`config.mk`:
```
export PLATFORM = sky130hd
export DESIGN_NAME = dpram_req_ctrl
export DESIGN_NICKNAME = d
export VERILOG_FILES = /design/src/rtl/dpram_req_ctrl.sv
export SDC_FILE = /design/constraint.sdc
export NUM_CORES = 1
export LEC_CHECK = 0
export ABC_AREA = 1
export ABC_CLOCK_PERIOD_IN_PS = 13500
export CORE_MARGIN = 1.5
export CORE_UTILIZATION = 60
export CTS_CLUSTER_DIAMETER = 40
export CTS_CLUSTER_SIZE = 30
export DETAILED_ROUTE_END_ITERATION = 6
export PLACE_DENSITY = 0.83
export SLEW_MARGIN = 20
export SYNTH_ARGS = -nofsm -noshare
export SYNTH_HDL_FRONTEND = slang
export SYNTH_SLANG_ARGS = --single-unit
```
`constraint.sdc`:
```
create_clock -name clk -period 13.5 [get_ports clk]
set_input_delay 2.025 -clock clk [delete_from_list [all_inputs] [get_ports clk]]
set_output_delay 2.025 -clock clk [all_outputs]
set_load 0.01 [all_outputs]
```
`src/rtl/dpram_req_ctrl.sv`:
```
// Request front-end for a dual-port RAM. Queues upstream writes and reads, issues at
// most one write and one read per cycle on the RAM's separate ports, and returns read
// data in request order. Each queued read records how many older writes are still
// pending and waits for them, so reads always observe earlier writes.
module dpram_req_ctrl #(
  parameter int DATA_W     = 64,
  parameter int ADDR_W     = 12,
  parameter int FIFO_DEPTH = 4,
  parameter int RD_LAT     = 1,
  parameter int RSP_DEPTH  = 4
) (
  input  logic              clk,
  input  logic              rst_n,
  input  logic              wr_valid,
  output logic              wr_ready,
  input  logic [ADDR_W-1:0] wr_addr,
  input  logic [DATA_W-1:0] wr_data,
  input  logic              rd_valid,
  output logic              rd_ready,
  input  logic [ADDR_W-1:0] rd_addr,
  output logic              rsp_valid,
  input  logic              rsp_ready,
  output logic [DATA_W-1:0] rsp_data,
  output logic [ADDR_W-1:0] rsp_addr,
  output logic              write_enable,
  output logic [ADDR_W-1:0] write_address,
  output logic [DATA_W-1:0] data_in,
  output logic              read_enable,
  output logic [ADDR_W-1:0] read_address,
  input  logic [DATA_W-1:0] data_out,
  output logic              idle
);

  localparam int FP_W  = $clog2(FIFO_DEPTH);
  localparam int FC_W  = FP_W + 1;
  localparam int RP_W  = $clog2(RSP_DEPTH);
  localparam int RC_W  = RP_W + 1;
  localparam int SUM_W = $clog2(RSP_DEPTH + RD_LAT + 2) + 1;

  // Write queue
  logic [ADDR_W-1:0] wq_addr [FIFO_DEPTH];
  logic [DATA_W-1:0] wq_data [FIFO_DEPTH];
  logic [FP_W-1:0]   wq_head, wq_tail;
  logic [FC_W-1:0]   wq_cnt, wq_cnt_next;

  // Read queue; rq_ahead counts older writes not yet issued to the RAM
  logic [ADDR_W-1:0] rq_addr  [FIFO_DEPTH];
  logic [FC_W-1:0]   rq_ahead [FIFO_DEPTH];
  logic [FP_W-1:0]   rq_head, rq_tail;
  logic [FC_W-1:0]   rq_cnt;

  // Reads sampled by the RAM whose data has not yet been captured
  logic [RD_LAT-1:0] pipe_v;
  logic [ADDR_W-1:0] pipe_a [RD_LAT];

  // Response buffer
  logic [DATA_W-1:0] rb_data [RSP_DEPTH];
  logic [ADDR_W-1:0] rb_addr [RSP_DEPTH];
  logic [RP_W-1:0]   rb_head, rb_tail;
  logic [RC_W-1:0]   rb_cnt;

  logic             wr_push, wr_pop, rd_push, rd_pop, rsp_push, rsp_pop;
  logic [SUM_W-1:0] in_flight;
  logic             credit_ok;

  // Ready and valid are forced low while reset is held, independent of stale counts.
  assign wr_ready  = rst_n && (wq_cnt != FC_W'(FIFO_DEPTH));
  assign rd_ready  = rst_n && (rq_cnt != FC_W'(FIFO_DEPTH));
  assign wr_push   = wr_valid && wr_ready;
  assign rd_push   = rd_valid && rd_ready;
  assign rsp_push  = pipe_v[RD_LAT-1];
  assign rsp_valid = rst_n && (rb_cnt != '0);
  assign rsp_pop   = rsp_valid && rsp_ready;
  assign rsp_data  = rsp_valid ? rb_data[rb_head] : '0;
  assign rsp_addr  = rsp_valid ? rb_addr[rb_head] : '0;

  // Count reads issued but not yet captured: the read_enable stage plus the latency pipe.
  always_comb begin
    // NOTE: every variable written here gets a value first, so no latch is inferred.
    in_flight = SUM_W'(read_enable);
    for (int i = 0; i < RD_LAT; i++) in_flight = in_flight + SUM_W'(pipe_v[i]);
  end

  // A read issues only when every older write is out and a response slot is reserved,
  // so captured data never has to be stalled.
  assign credit_ok   = (in_flight + SUM_W'(rb_cnt)) < SUM_W'(RSP_DEPTH);
  assign rd_pop      = (rq_cnt != '0) && (rq_ahead[rq_head] == '0) && credit_ok;
  // A younger write to the address being read waits one cycle so the read sees old data.
  assign wr_pop      = (wq_cnt != '0) && !(rd_pop && (wq_addr[wq_head] == rq_addr[rq_head]));
  assign wq_cnt_next = wq_cnt + FC_W'(wr_push) - FC_W'(wr_pop);

  assign idle = rst_n && (wq_cnt == '0) && (rq_cnt == '0) && (in_flight == '0) && (rb_cnt == '0);

  // Entry storage for the queues, latency pipe addresses and response buffer.
  always_ff @(posedge clk) begin
    // NOTE: storage arrays are not reset; counts and valid bits alone decide what is live.
    if (wr_push) begin
      wq_addr[wq_tail] <= wr_addr;
      wq_data[wq_tail] <= wr_data;
    end
    for (int i = 0; i < FIFO_DEPTH; i++) begin
      if (wr_pop && (rq_ahead[i] != '0)) rq_ahead[i] <= rq_ahead[i] - FC_W'(1);
    end
    if (rd_push) begin
      rq_addr[rq_tail]  <= rd_addr;
      rq_ahead[rq_tail] <= wq_cnt_next;
    end
    pipe_a[0] <= read_address;
    for (int i = 1; i < RD_LAT; i++) pipe_a[i] <= pipe_a[i-1];
    if (rsp_push) begin
      rb_data[rb_tail] <= data_out;
      rb_addr[rb_tail] <= pipe_a[RD_LAT-1];
    end
  end

  // Pointers, counts, in-flight valids and the registered RAM interface.
  always_ff @(posedge clk) begin
    // NOTE: sequential state uses non-blocking assignments so every register samples pre-edge values.
    if (!rst_n) begin
      wq_head       <= '0;
      wq_tail       <= '0;
      wq_cnt        <= '0;
      rq_head       <= '0;
      rq_tail       <= '0;
      rq_cnt        <= '0;
      rb_head       <= '0;
      rb_tail       <= '0;
      rb_cnt        <= '0;
      pipe_v        <= '0;
      write_enable  <= 1'b0;
      write_address <= '0;
      data_in       <= '0;
      read_enable   <= 1'b0;
      read_address  <= '0;
    end else begin
      wq_cnt <= wq_cnt_next;
      if (wr_push) wq_tail <= wq_tail + FP_W'(1);
      if (wr_pop)  wq_head <= wq_head + FP_W'(1);
      rq_cnt <= rq_cnt + FC_W'(rd_push) - FC_W'(rd_pop);
      if (rd_push) rq_tail <= rq_tail + FP_W'(1);
      if (rd_pop)  rq_head <= rq_head + FP_W'(1);
      rb_cnt <= rb_cnt + RC_W'(rsp_push) - RC_W'(rsp_pop);
      if (rsp_push) rb_tail <= rb_tail + RP_W'(1);
      if (rsp_pop)  rb_head <= rb_head + RP_W'(1);
      pipe_v[0] <= read_enable;
      for (int i = 1; i < RD_LAT; i++) pipe_v[i] <= pipe_v[i-1];
      write_enable <= wr_pop;
      if (wr_pop) begin
        write_address <= wq_addr[wq_head];
        data_in       <= wq_data[wq_head];
      end
      read_enable <= rd_pop;
      if (rd_pop) read_address <= rq_addr[rq_head];
    end
  end

endmodule

```
== Word-level counts from Yosys, hierarchy flattened ==
Memory sizes are Yosys's and may differ from the RTL's. A register that Yosys moved wholly into a read port is not among the register bits.
Index checks and enable logic that the tools add are counted.

* Register bits: 48
* RAM bits: 680
* Bits of input ports: 157
* Output and inout bits: 170
* Memories: 7

* Add/sub/neg operators: 18
* Order comparisons: 1
* Eq/ne operators: 3
* Muxes and demuxes: 26
* Reductions and logical operators: 32

{| class="wikitable"
|+ Memories
! name !! words !! width !! read ports !! clocked after Yosys merged registers in !! write ports !! line !! source
|-
| rb_data || 4 || 64 || 1 || 1 || 1 || 57 || <nowiki>logic [DATA_W-1:0] rb_data [RSP_DEPTH];</nowiki>
|-
| wq_data || 4 || 64 || 1 || 1 || 1 || 42 || <nowiki>logic [DATA_W-1:0] wq_data [FIFO_DEPTH];</nowiki>
|-
| rb_addr || 4 || 12 || 1 || 1 || 1 || 58 || <nowiki>logic [ADDR_W-1:0] rb_addr [RSP_DEPTH];</nowiki>
|-
| rq_addr || 4 || 12 || 1 || 1 || 1 || 47 || <nowiki>logic [ADDR_W-1:0] rq_addr [FIFO_DEPTH];</nowiki>
|-
| wq_addr || 4 || 12 || 1 || 1 || 1 || 41 || <nowiki>logic [ADDR_W-1:0] wq_addr [FIFO_DEPTH];</nowiki>
|-
| pipe_a || 1 || 12 || 1 || 0 || 1 || 54 || <nowiki>logic [ADDR_W-1:0] pipe_a [RD_LAT];</nowiki>
|-
| 1 more memories || -- || -- || -- || -- || -- || -- ||
|}

{| class="wikitable"
|+ Operators with widths
! kind !! number
|-
| two-way mux 64 bit || 1
|-
| nonzero test 3 bit || 7
|-
| two-way mux 2 bit || 10
|-
| logical AND 1 bit || 18
|-
| two-way mux 1 bit || 14
|-
| adder 2 x 1 -> 2 bit (second input constant) || 6
|-
| equality test 12 bit || 1
|-
| zero test 3 bit || 4
|-
| two-way mux 12 bit || 1
|-
| subtractor 3 x 1 -> 3 bit (second input constant) || 4
|-
| adder 3 x 1 -> 3 bit || 3
|-
| subtractor 3 x 1 -> 3 bit || 3
|-
| inequality test 3 bit (second input constant) || 2
|-
| adder 2 x 3 -> 4 bit || 1
|-
| zero test 4 bit || 1
|-
| < comparator 4 x 3 -> 1 bit (second input constant) || 1
|-
| adder 1 x 1 -> 2 bit || 1
|-
| zero test 1 bit || 2
|}

== Depth between registers and ports, before layout ==
Gate-level depths: netlist (run 1).

* Word-level depth: 10
* Mapped depth: 24
* Depth with buffers taken out: 21

== Least setup slack after synthesis (run 1) ==
OpenSTA, ideal clock, no wires.

* Kind: input port to flip-flop
* Start point: in rst_n
* End point: mem wq_addr[0][0], enable pin
* Arrival: 6209 ps
* Required time: 12989 ps
* Slack: 6780 ps
* Stages: 5
* Path buffers: 1
* Path through: clkbuf_1 -> clkinv_1 -> a21oi_1 -> nand2_1 -> nor2_1

* Longest elaborated chain between the ends: 4

{| class="wikitable"
|+ Ends and longest elaborated chain
! element !! line !! source
|-
| from (decl) || 13 || <nowiki>input logic rst_n,</nowiki>
|-
| logical AND 1 bit || 67 || <nowiki>assign wr_ready = rst_n && (wq_cnt != FC_W'(FIFO_DEPTH));</nowiki>
|-
| net wr_ready || 15 || <nowiki>output logic wr_ready,</nowiki>
|-
| logical AND 1 bit || 69 || <nowiki>assign wr_push = wr_valid && wr_ready;</nowiki>
|-
| two-way mux 1 bit || 97 || <nowiki>if (wr_push) begin</nowiki>
|-
| two-way mux 1 bit (implied by the code) || 98 || <nowiki>wq_addr[wq_tail] <= wr_addr;</nowiki>
|-
| to (decl) || 41 ||
|}

The timed path passes the listed nets, and every way through them passes these cells.

==> results.json, run 1 <==
{
  "design.core.area_sq_mm": 0.0513,
  "worst_ep_required_time_ns": 11.48,
  "synth_mux_area_frac": 0,
  "antenna_found_initial": 12,
  "p_leak_nw": 14.0,
  "synth_ff_type": "edfxtp_1",
  "crit_path_start_kind": "register",
  "p_int_mw": 5.08,
  "htreeDepth": 3,
  "drive_above_1_share": 0.0667,
  "synth-xor-area-share": 0.00112,
  "synth_cell_type_count": 30,
  "vias": 21600,
  "reg2regPathDepth": 19,
  "fin_worst_skew_ns": 0.0264,
  "cts_tree": "built",
  "nNetsFinal": 3190,
  "start_util": 0.608,
  "ant_nets": 0,
  "max_slew.worst_pin.slew_ns": 1.05,
  "avgSynthCellArea_sq_um": 11.5,
  "firstDrtPassIters": 6,
  "arrival_ns": 3.90,
  "die_h_microns": 231,
  "wl_mm": 74.5,
  "hp-start": "read_address[2]",
  "synth_top_family_by_area": "simple AND/OR/NAND/NOR gates",
  "ys_seq_area_frac": 0.727,
  "p_sw_mw": 2.47,
  "cts_root_buf": "clkbuf_16",
  "viasPerCell": 5.74,
  "first_global_vias": 21100,
  "area_delta_synth_final_pct": 21.8,
  "setup_viol": 0,
  "dp_hpwl_mm": 43.6,
  "grt_max_degree": 122,
  "synthSimpleGateAreaFrac": 0.139,
  "drc": 0,
  "cts_setup_buffers": 0,
  "yosys_warnings": 0,
  "min_to": "pipe_a[0][2]",
  "clkPwrFrac": 0.329,
  "synthCells": 2714,
  "die_width_microns": 231,
  "die_area_sq_mm": 0.0533,
  "maxSlewHeadroom": 0.303,
  "async_flop_share": 0,
  "maxCapViolCount": 0,
  "netlist_area_sq_mm": 0.0312,
  "track_usage": 0.277,
  "pwr-share-seq": 0.414,
  "holdBufCountCts": 0,
  "cts_sinks": 798,
  "syn_nets": 2903,
  "synthAdderAreaFrac": 0.0136,
  "critPathMaxFanout": 92,
  "synth_seq_cells": 798,
  "cts_resized": 0,
  "avgRoutedWirePerCell_microns": 19.8,
  "worstSetupPathType": "reg2out",
  "ir_drop_v": 0.000164,
  "power_frac_comb": 0.257,
  "first_iter_violations": 2386,
  "synth-compound-area-share": 0.0800,
  "slew_viol_final": 0,
  "clk_latency_ns": 0.64,
  "fin_crit_sh": 0.439,
  "synth_edf_count": 668,
  "row_count": 83,
  "hold_depth": 0,
  "rsz0062_at_grt": "false",
  "grt_pass1_wl_mm": 114,
  "fmax_ghz": 0.169,
  "powerDensity_mw_per_mm2": 199,
  "setup_tns_ns": 0,
  "hold_violations": 0,
  "critPathCaptureType": "output pin",
  "swShare": 0.328,
  "clkTransAtPathRegs_ns": 0.07,
  "cts_buffers": 88,
  "grt-ovfl-total": 0,
  "gp_congestion": 0.857,
  "status": "finished clean",
  "portBuffers": 326,
  "min_path_type": "reg2reg",
  "rrSetupSlack_ns": 8.04,
  "min_period_ns": 5.92,
  "io_pins": 327,
  "rr_endpoint": "rq_ahead[2][2]",
  "fin_util": 0.740,
  "ctsLongestPathBuffers": 3
}
==> area by class of cell <==
class                           count  area (sq um)
Clock inverter                     66           801
Inverter                          138           532
Sequential cell                   798         22700
Timing Repair Buffer              348          3460
Antenna cell                        5          12.5
Clock buffer                       98          2320
Fill cell                        3196         13300
Tap cell                          680           851
Multi-Input combinational cell   1627          7330
==> cell families (layout without fill, tap and decap cells) <==
logic type | Yosys count | in the layout
buf+inv | 289 | 650
simple gates | 1124 | 1124
other cells | 0 | 5
flops | 798 | 798
compound gates | 467 | 467
xor+xnor | 4 | 4
fa+ha+maj | 32 | 32
==> cell usage in the layout (no fill, tap or decap), drive strengths merged <==
| cell | count |
|---|---|
| a21oi | 121 |
| a31oi | 1 |
| a32o | 19 |
| buf | 23 |
| bufinv | 4 |
| clkbuf | 98 |
| clkdlybuf4s50 | 325 |
| clkinv | 28 |
| clkinvlp | 5 |
| dfxtp | 130 |
| diode | 5 |
| edfxtp | 668 |
| fa | 3 |
| ha | 29 |
| inv | 167 |
| nand2 | 464 |
| nand3 | 76 |
| nand3b | 1 |
| nand4 | 1 |
| nor2 | 579 |
| nor3 | 1 |
| nor4 | 1 |
| o21a | 2 |
| o21ai | 279 |
| o22ai | 45 |
| or2 | 1 |
| xor2 | 4 |
==> through the flow <==
| stage | area [sq um] | std cells | hold WS, ns | power [mW] | worst slack [ns] |
|---|---|---|---|---|---|
| 6_report | 38000 | 3760 | 0.385 | 7.55 | 7.58 |
| 3_5_place_dp | 34800 | 3590 | 0.375 | 5.07 | 7.92 |
| 2_1_floorplan | 31200 | 2714 | 0.390 | 4.29 | 6.78 |
| 3_3_place_gp | 34800 | 3590 | 0.370 | 4.98 | 8.00 |
| 5_1_grt | 38000 | 3759 | 0.383 | 7.90 | 7.39 |
| 4_1_cts | 37900 | 3754 | 0.386 | 7.57 | 7.63 |
==> state kept, by name (all words and copies together) (netlist names), named ones only <==
name	flops
write_address	12
pipe_a	12
rb_head	2
rq_head	2
wq_cnt	3
read_address	12
rb_addr	48
write_enable	1
rb_data	256
rq_addr	48
wq_head	2
wq_tail	2
wq_data	256
rq_tail	2
rq_cnt	3
pipe_v	1
rq_ahead	12
rb_tail	2
read_enable	1
wq_addr	48
rb_cnt	3
data_in	64
==> worst max path at each step <==
stage | start | endpoint | depth (start not counted)
6_report | register | rsp_data[25] | 5
5_1_grt | register | rsp_data[17] | 5
4_1_cts | register | rsp_data[25] | 5
3_5_place_dp | rst_n | rsp_addr[9] | 5
3_3_place_gp | rst_n | wr_ready | 4
2_1_floorplan | rst_n | wq_addr[0][0] | 5
==> power groups by stage <==
stage / sequential [mW] / clock [mW] / combinational, mW
6_report: 3.12 / 2.49 / 1.94
5_1_grt: 3.15 / 2.62 / 2.13
4_1_cts: 3.12 / 2.52 / 1.93
3_5_place_dp: 3.17 / 0 / 1.90
3_3_place_gp: 3.16 / 0 / 1.82
2_1_floorplan: 3.15 / 0 / 1.14
==> Yosys cell counts (all sizes together), types with 2 or more instances <==
cell / count / share of area
inv: 137 / 0.017
a32o: 19 / 0.0061
nand3: 76 / 0.012
buf: 47 / 0.0097
a21oi: 121 / 0.019
ha: 29 / 0.012
xor2: 4 / 0.0011
o21a: 2 / 0.00048
clkbuf: 104 / 0.013
nor2: 579 / 0.070
dfxtp: 130 / 0.084
nand2: 464 / 0.056
edfxtp: 668 / 0.64
o21ai: 279 / 0.045
fa: 3 / 0.0019
o22ai: 45 / 0.0090
==> routing by layer <==
| layer | part of all wire | global-route usage | up-vias |
|---|---|---|---|
| met4 | 0.029 | 0.107 | 14 |
| met3 | 0.093 | 0.0598 | 154 |
| li1 | - | - | 9917 |
| met1 | 0.38 | 0.356 | 10400 |
| met2 | 0.49 | 0.463 | 1084 |
| met5 | 0.0011 | 0 | - |
==> critical path: stages, from the launching register on <==
cell and delay [ns]:
dfxtp_4 0.67, clkinv_2 0.71, buf_4 0.63, o21ai_0 0.49, a21oi_1 0.15, clkdlybuf4s50_1 0.53
Note: power is estimated with default switching activity, not from simulation.
==> inputs of run 2 (changes only) <==
Settings changed: ABC_CLOCK_PERIOD_IN_PS 13500 to 5500, CORE_UTILIZATION 60 to 57, PLACE_DENSITY 0.83 to 0.79.
Clock period 13.5 ns to 5.5 ns, I/O delays scaled along.
==> results.json, run 2 (synthesis results as in run 1) <==
{
  "status": "finished clean",
  "top_regs": "rb_data: 256 flops, wq_data: 256 flops, data_in: 64 flops",
  "grt_max_degree": 111,
  "start_util": 0.578,
  "cts_root_buf": "clkbuf_16",
  "ir_drop_v": 0.000382,
  "fin_cells": 3794,
  "avgRoutedWirePerCell_microns": 19.9,
  "holdBufCountCts": 0,
  "p_sw_mw": 6.04,
  "wl_met3_mm": 6.39,
  "holdWs_ns": 0.395,
  "area_delta_synth_final_pct": 23.4,
  "maxSlewHeadroom": 0.262,
  "htreeDepth": 3,
  "cts_setup_buffers": 0,
  "worst_ep_required_time_ns": 4.68,
  "grt_pass1_wl_mm": 116,
  "swShare": 0.315,
  "hold_violations": 0,
  "post_dp_cell_area_sq_mm": 0.0350,
  "dp_cells": 3611,
  "p_leak_nw": 14.2,
  "wl_mm": 75.6,
  "layout_commonest_cell": "edfxtp_1",
  "fin_crit_sh": 0.827,
  "p_int_mw": 13.1,
  "total_power_mw": 19.2,
  "cts_resized": 0,
  "crit_chain": "buf_4 -> buf_4 -> nor2_1 -> nor2_1 -> o21ai_0 -> a21oi_1 -> clkdlybuf4s50_1",
  "portBuffers": 326,
  "dp_hpwl_mm": 44.0,
  "row_count": 85,
  "io_pins": 327,
  "layout_common_cells": "668 x edfxtp_1, 575 x nor2_1, 461 x nand2_1",
  "setup_viol": 0,
  "cp_slowest_cell": "buf_4",
  "hp-start": "read_address[5]",
  "min_period_ns": 4.55,
  "dr_wl_met2_mm": 37.6,
  "powerDensity_mw_per_mm2": 498,
  "critPathMaxFanout": 78,
  "clk_latency_ns": 0.64,
  "worstSetupPathType": "reg2out",
  "fin_worst_skew_ns": 0.0229,
  "viasPerCell": 5.60,
  "design.core.area_sq_mm": 0.0539,
  "die_width_microns": 237,
  "gp_congestion": 0.913,
  "pwr-share-seq": 0.399,
  "nNetsFinal": 3202,
  "final_area_sq_mm": 0.0385,
  "clkPwrFrac": 0.353,
  "die_h_microns": 237,
  "clkTransAtPathRegs_ns": 0.07,
  "rrSetupSlack_ns": 1.01,
  "ant_nets": 0,
  "ctsLongestPathBuffers": 3,
  "max_slew.worst_pin.slew_ns": 1.10,
  "drive_above_1_share": 0.0718,
  "min_path_type": "reg2reg",
  "arrival_ns": 3.72,
  "highest_layer": "met5",
  "slew_viol_final": 0,
  "wl_met1_mm": 29.7,
  "fmax_ghz": 0.220,
  "cts_sinks": 798,
  "power_frac_comb": 0.249,
  "track_usage": 0.267,
  "grt-ovfl-total": 0,
  "antenna_found_initial": 12,
  "cts_buffers": 95,
  "drc": 0,
  "crit_path_start_kind": "register",
  "rsz0062_at_grt": "false",
  "cts_tree": "built",
  "critPathCaptureType": "output pin",
  "critPathMaxStageDelay_ns": 0.77,
  "die_area_sq_mm": 0.0561,
  "firstDrtPassIters": 6,
  "first_global_vias": 21100,
  "first_iter_violations": 1781,
  "maxCapViolCount": 0,
  "vias": 21200
}
## run 2: critical path: cells and delay by family, from the launching register on
| kind | cells | cell delay, ns |
|---|---|---|
| AO/OA/AOI/OAI | 2 | 0.31 |
| buffers and inverters | 3 | 1.90 |
| flip-flops | 1 | 0.56 |
| AND/OR/NAND/NOR | 2 | 0.29 |
## run 2: metal layers
layer	GRT usage	vias to the layer above
li1	-	9937
met1	0.339	10400
met2	0.451	768
met3	0.0687	153
met4	0.0835	16
met5	0	-
## run 2: final timing paths
| kind | endpoint | cells past startpoint |
|---|---|---|
| max | rsp_data[47] | 7 |
| min | pipe_a[0][5] | 0 |
| max reg2reg | rq_ahead[0][2] | 19 |
| min reg2reg | pipe_a[0][5] | 0 |
## run 2: power groups by stage
stage                     registers [mW]  logic, mW  clock network, mW
final                               7.64       4.77               6.77
after global routing                7.70       5.28               7.08
after CTS                           7.64       4.79               6.84
after detailed placement            7.75       4.72                  0
after global placement              7.73       4.58                  0
after floorplan                     7.73       2.79                  0
## run 2: layout make-up
class                           instances  area (sq um)
Timing Repair Buffer                  353          3580
Inverter                              138           532
Antenna cell                            4          10.0
Clock inverter                         74           993
Clock buffer                          104          2500
Fill cell                            3555         15400
Sequential cell                       798         22700
Tap cell                              696           871
Multi-Input combinational cell       1627          7330
## run 2: stage by stage
stage	worst slack (ns)	utilization	setup TNS [ns]
global route	0.478	0.714	0
global placement	1.19	0.648	0
CTS	0.916	0.713	0
detailed placement	1.06	0.648	0
finish	0.954	0.714	0
floorplan	-0.0204	-	-6.21
